## src/rtl/fft_8_bitrev_reorder.sv

```systemverilog
// Reorders 8-point FFT output from bit-reversed to natural bin order.
// Uses ping-pong banks so one frame is filled while the previous one drains.
module fft_8_bitrev_reorder #(
  parameter int DATA_W = 37
) (
  input  logic              clk,
  input  logic              rst_n,
  input  logic              valid_in,
  input  logic [DATA_W-1:0] data_in,
  output logic              valid_out,
  output logic [DATA_W-1:0] data_out,
  output logic [2:0]        bin_out,
  output logic              sof_out,
  output logic              eof_out
);

  typedef enum logic {IDLE, READ} state_t;

  state_t            state, state_next;
  logic [2:0]        wr_cnt, rd_cnt;
  logic              wr_bank, rd_bank;
  logic              rd_pend;
  logic              frame_done;
  logic              rd_start;
  logic [DATA_W-1:0] mem [2][8];

  assign frame_done = valid_in && (wr_cnt == 3'd7);

  always_comb begin
    state_next = state;
    rd_start   = 1'b0;
    case (state)
      IDLE: begin
        if (frame_done || rd_pend) begin
          rd_start   = 1'b1;
          state_next = READ;
        end
      end
      READ: begin
        // The last read of a frame may coincide with the next frame completing.
        if (rd_cnt == 3'd7) begin
          if (frame_done || rd_pend) rd_start = 1'b1;
          else                       state_next = IDLE;
        end
      end
    endcase
  end

  always_ff @(posedge clk) begin
    if (!rst_n) state <= IDLE;
    else        state <= state_next;
  end

  always_ff @(posedge clk) begin
    if (!rst_n) begin
      wr_cnt  <= 3'd0;
      wr_bank <= 1'b0;
      rd_pend <= 1'b0;
    end else begin
      if (valid_in) begin
        wr_cnt <= wr_cnt + 3'd1;
        if (wr_cnt == 3'd7) wr_bank <= ~wr_bank;
      end
      rd_pend <= (rd_pend || frame_done) && !rd_start;
    end
  end

  // Bank storage is left unreset so it can map onto plain RAM.
  always_ff @(posedge clk) begin
    if (valid_in) mem[wr_bank][{wr_cnt[0], wr_cnt[1], wr_cnt[2]}] <= data_in;
  end

  always_ff @(posedge clk) begin
    if (!rst_n) begin
      rd_cnt    <= 3'd0;
      rd_bank   <= 1'b0;
      valid_out <= 1'b0;
      sof_out   <= 1'b0;
      eof_out   <= 1'b0;
      bin_out   <= 3'd0;
      data_out  <= '0;
    end else begin
      valid_out <= 1'b0;
      sof_out   <= 1'b0;
      eof_out   <= 1'b0;
      if (state == READ) begin
        data_out  <= mem[rd_bank][rd_cnt];
        bin_out   <= rd_cnt;
        valid_out <= 1'b1;
        sof_out   <= (rd_cnt == 3'd0);
        eof_out   <= (rd_cnt == 3'd7);
        rd_cnt    <= rd_cnt + 3'd1;
      end
      // A pending request refers to the bank already swapped away from writing.
      if (rd_start) begin
        rd_cnt  <= 3'd0;
        rd_bank <= frame_done ? wr_bank : ~wr_bank;
      end
    end
  end

endmodule

```

## config.mk

```make
export PLATFORM = sky130hd
export DESIGN_NAME = fft_8_bitrev_reorder
export DESIGN_NICKNAME = d
export VERILOG_FILES = /design/src/rtl/fft_8_bitrev_reorder.sv
export SDC_FILE = /design/constraint.sdc
export NUM_CORES = 1
export LEC_CHECK = 0
export CAP_MARGIN = 40
export CELL_PAD_IN_SITES_DETAIL_PLACEMENT = 1
export CELL_PAD_IN_SITES_GLOBAL_PLACEMENT = 1
export CORE_UTILIZATION = 30
export CTS_CLUSTER_DIAMETER = 200
export CTS_CLUSTER_SIZE = 8
export DETAILED_ROUTE_END_ITERATION = 8
export PLACE_DENSITY = 0.52
export SETUP_SLACK_MARGIN = 0.2
export SLEW_MARGIN = 15
export SYNTH_ARGS = -nofsm -noshare
export SYNTH_HDL_FRONTEND = slang
export SYNTH_SLANG_ARGS = --single-unit
export TNS_END_PERCENT = 100
```

## constraint.sdc

```tcl
create_clock -name clk -period 5.6 [get_ports clk]
set_input_delay 0.84 -clock clk [delete_from_list [all_inputs] [get_ports clk]]
set_output_delay 0.84 -clock clk [all_outputs]
set_load 0.01 [all_outputs]
```

# Yosys cells after proc, flatten, opt, wreduce, memory -nomap -nowiden
# Memory sizes are Yosys's and may differ from the RTL's. A register that Yosys moved wholly into a read port is not among the register bits.
# Cells that the tools add are included.
[word_totals]
mem_bits_rw = 592
wordCells = 49
register_bits = 53
output_inout_bits = 43
memories = 1
[op_classes]
muxes = 16
addsub = 2
n_eq_ne = 2
n_reduce_logical = 9
order_cmp = 3
bitwise = 5
[mem_list]
columns = ["memory", "depth", "word_bits", "rd", "rd_ports_with_merged_regs", "write_ports", "line", "rtl"]
rows = [
  ["mem", 2, 296, 1, 1, 1, "25", "logic [DATA_W-1:0] mem [2][8];"],
]
[ops]
columns = ["op", "count"]
rows = [
  ["296-bit two-way mux", 1],
  ["37-bit binary-select mux with 3-bit select", 1],
  ["37-bit demux with 3-bit select", 1],
  ["37-bit two-way mux", 3],
  ["4-bit >= comparator (second input constant)", 2],
  ["1-bit two-way mux", 8],
  ["3-bit inverter with 4-bit output", 2],
  ["3-bit by 1-bit adder with 3-bit output (second input constant)", 2],
  ["3-bit == test (second input constant)", 2],
  ["4-bit by 1-bit < comparator with 1-bit output (second input constant)", 1],
  ["1-bit one-hot mux with 2 select lines", 2],
  ["2-bit AND reduction", 2],
  ["1-bit logical AND", 3],
  ["3-bit zero test", 1],
  ["1-bit inverter", 3],
  ["2-bit OR reduction", 1],
  ["1-bit zero test", 1],
  ["1-bit logical OR", 1],
]

# Logic depth before layout (Yosys ltp)
[logic_depth]
word_depth = 8
mapped_depth = 8
depth_no_buf = 6

# Worst setup path before layout
# OpenSTA, ideal clock, no wires.
[synth_timing]
path_kind = "input -> register"
start = "input port valid_in"
end = "memory mem[0][111] (netlist bit), enable pin"
t_arrival_ns = 3.671
setup_ns = 0.477
stages = 3
n_path_buf = 1
path_slack_ns = 1.452
cell_sequence = "buf_2 nand2_1 nor3_1"
[synth_via]
elab_chain_len = 2
[synth_rtl]
columns = ["item", "line", "rtl"]
rows = [
  ["from (decl)", "8", "input logic valid_in,"],
  ["1-bit two-way mux", "70", "if (valid_in) mem[wr_bank][{wr_cnt[0], wr_cnt[1], wr_cnt[2]}] <= data_in;"],
  ["296-bit two-way mux (implied by the code)", "70", ""],
  ["to (decl)", "25", ""],
]
# Every way passes these cells.

# Worst setup path after layout
[layout_timing]
start = "input port valid_in"
end = "memory mem[0][181] (netlist bit), enable pin"
# The elaborated chain is that of the path after synthesis.

==> run metrics <==
minimum setup slack among reg-to-reg paths=3.02 ns; Synth Flop Type=edfxtp_1; Post-DP Area=0.0268 mm^2; number of global-route vias before repair=14,200; sequential element share of the synthesized area=76.2%; Final Net Count=1,604; post-synthesis cell type count=31; cts repair resizes=0; CP Capture Type=flop; die width=289 um; Critical Path Source Type=input port; CP startpoint=valid_in; overall routing resource usage=15.6%; Sink Count=646; top-level I/O count=83; WP data required=5.85 ns; Max VDD drop=0.193 mV; Die ar.=approximately 0.084 mm^2; Root Buffer=clkbuf_16; crit path to=mem[0][181]; setup bufs post-CTS=0; period utilisation layout=47.9%; Layout area overhead=19.4%; PD cells=approximately 360 mW/mm^2; DRC violations left=0; DR WL/cell=23.9 um; Vias=13,000; type of the most critical hold path=flop to flop; largest net degree at the start of global routing=103; first-pass GRT wire length=95,000 um; Detailed Route Iter0 Violations=724; Avg Cell Area, Syn=between 15 and 20 um^2; Row Count=~100; setup_tns=0 ns; GPL Wtd Cong=0.714; Buf+Inv Stages, Crit Path=2; DP Wirelength=36,700 um; most frequent cells in the layout=592 x edfxtp_1, 296 x mux2i_1, 109 x a22oi_1, 105 x nand3_1, 91 x clkbuf_16; Crit Reg-Reg Startpoint=rd_cnt[1]; Num CTS Buffers=90; commonest non-fill, non-tap cell in the layout=edfxtp_1; H-tree levels=3; fmax=373 MHz; final number of hold-violating endpoints=0; cell area after synthesis=0.0247 mm^2; minimum clock period=2.68 ns; Synth area leader=edfxtp_1; CTS tree=built; initial antenna violation count=0; critical path's slowest cell=clkdlybuf4s50_1; # hold bufs at CTS=0; most area-consuming cells after synthesis=edfxtp_1 72%, mux2i_1 12%, dfxtp_1 4.4%, a22oi_1 3.3%, nand3_1 2.1%; Yosys top cell area share=71.8%; Max Root-Sink Buffers=3; Max-cap violations=0; worst-skew pair later-pin latency=0.64 ns; r2r worst-path depth=5; final setup fails=0; Starting Density=30.5%; remaining global-route overflow=0; Vias per Instance=4.84; Post-synth EDFFs=a little under 600; Lkg Pwr=8.98 nW; CP max stage delay=0.74 ns; worst-path cell chain=clkdlybuf4s50_1 -> nand2_1 -> nor2_4 -> buf_4; synthesized net count=1,474; Power, Total=between 0.01 and 0.015 W; Critical Path Fanout Max=28; post-route cell area=0.0295 mm^2; ANT nets after route=0; status=finished, final reports clean; Fillers=8,061; RSZ-0062 raised after global routing=no; Ys Warns=0; drt pass-1 iters=4; Post-Syn Instances=1,423; total wire length=~64,000 um; WP data arrival=2.93 ns; RR Endpoint=data_out[20]; relative slew slack=46.3%; core region area=0.0811 mm^2; critical path depth in cells=4; skew final=about 0.034 ns; Top Family by Delay on Critical Path=buffers and inverters; fin. max-slew vios=0; Yosys reg bits=646; clock edge transition at the registers on the reported setup and hold paths=0.05 ns; fraction of registers with async set/reset=0%; die height=289 um; Worst Max-Slew Pin Slew=0.803 ns; critical path class=input port to flop; layout cells sized above 1=approximately 10%; Port Buf Inserts=82
per-stage QoR:
stage	setup WS [ns]	utilization (%)	hold slack (ns)	cells
floorplan	1.45	-	0.453	1423
global placement	2.14	33.0	0.448	2515
detailed placement	2.03	33.1	0.445	2518
CTS	2.72	36.3	0.458	2685
global route	2.82	36.4	0.472	2688
finish	2.92	36.5	0.451	2689
cell usage after synthesis, types with 11 or more instances:
| master | count |
|---|---|
| clkbuf_1 | 13 |
| edfxtp_1 | 592 |
| nand3_1 | 106 |
| buf_6 | 18 |
| ha_1 | 11 |
| dfxtp_1 | 54 |
| mux2i_1 | 296 |
| a22oi_1 | 109 |
| nand2_1 | 78 |
| a21oi_1 | 36 |
| buf_4 | 15 |
| nor2_1 | 14 |
| buf_2 | 31 |
worst register-to-register path: stages (launching register included):
cell     delay [ns]
dfxtp_1        0.71
and2_4         0.74
buf_4          0.55
a22oi_1        0.23
nand3_1        0.18
nand3_1        0.09
cell type report:
class                   instances  area (um^2)  area share (%)
repair buffers                118         1220            4.13
multi-input cells             691         5450            18.4
well taps                    1060         1330            4.49
clock buffers                 161         2550            8.63
flip-flops and latches        646        18900            63.8
clock inverters                 6          114           0.385
diodes                          1         2.50         0.00847
inverters                       6         22.5          0.0762
how the worst min path moves through the flow:
stage                       startpoint      endpoint  slack, ns  cells after the start
final                     data_out[10]  data_out[10]       0.45                      2
after global routing      data_out[10]  data_out[10]       0.47                      2
after CTS                 data_out[10]  data_out[10]       0.46                      2
after detailed placement  data_out[10]  data_out[10]       0.45                      2
after global placement    data_out[11]  data_out[11]       0.45                      2
after floorplan                rd_pend         state       0.45                      1
report_power, final:
group | switching [W] | internal [W] | total, W | leakage [nW]
clock | 0.00203 | 0.00307 | 0.00509 | 1.26
combinational | 0.000193 | 0.0000838 | 0.000277 | 1.94
sequential | 0.0000186 | 0.00534 | 0.00536 | 5.78
sequential cells by signal, indices dropped and copies added, names as in the netlist, named ones only:
register / cells
state: 1
wr_bank: 1
valid_out: 1
data_out: 37
rd_cnt: 3
rd_pend: 1
mem: 592
sof_out: 1
rd_bank: 1
bin_out: 3
eof_out: 1
wr_cnt: 3
layer usage:
| metal | vias up | GRT usage, % | share of wire, % |
|---|---|---|---|
| li1 | 5867 | - | - |
| met1 | 6811 | 19.5 | 43 |
| met2 | 225 | 27.5 | 51 |
| met3 | 104 | 2.50 | 3.4 |
| met4 | 0 | 4.87 | 2.1 |
| met5 | - | 0 | 0 |
cell families (layout without fill, tap and decap cells):
group                      Yosys count  in the layout  share of synthesized area [%]
AOI/OAI and AO/OA                  155            155                           4.32
muxes                              300            300                           12.3
other                                0              1                              0
xor gates and xnor gates             3              3                          0.106
buffers and inverters               86            291                           2.33
DFF                                646            646                           76.2
adders and majority gates           11             11                          0.556
and+or+nand+nor                    222            222                           4.15
(Power assumes the default switching activity.)
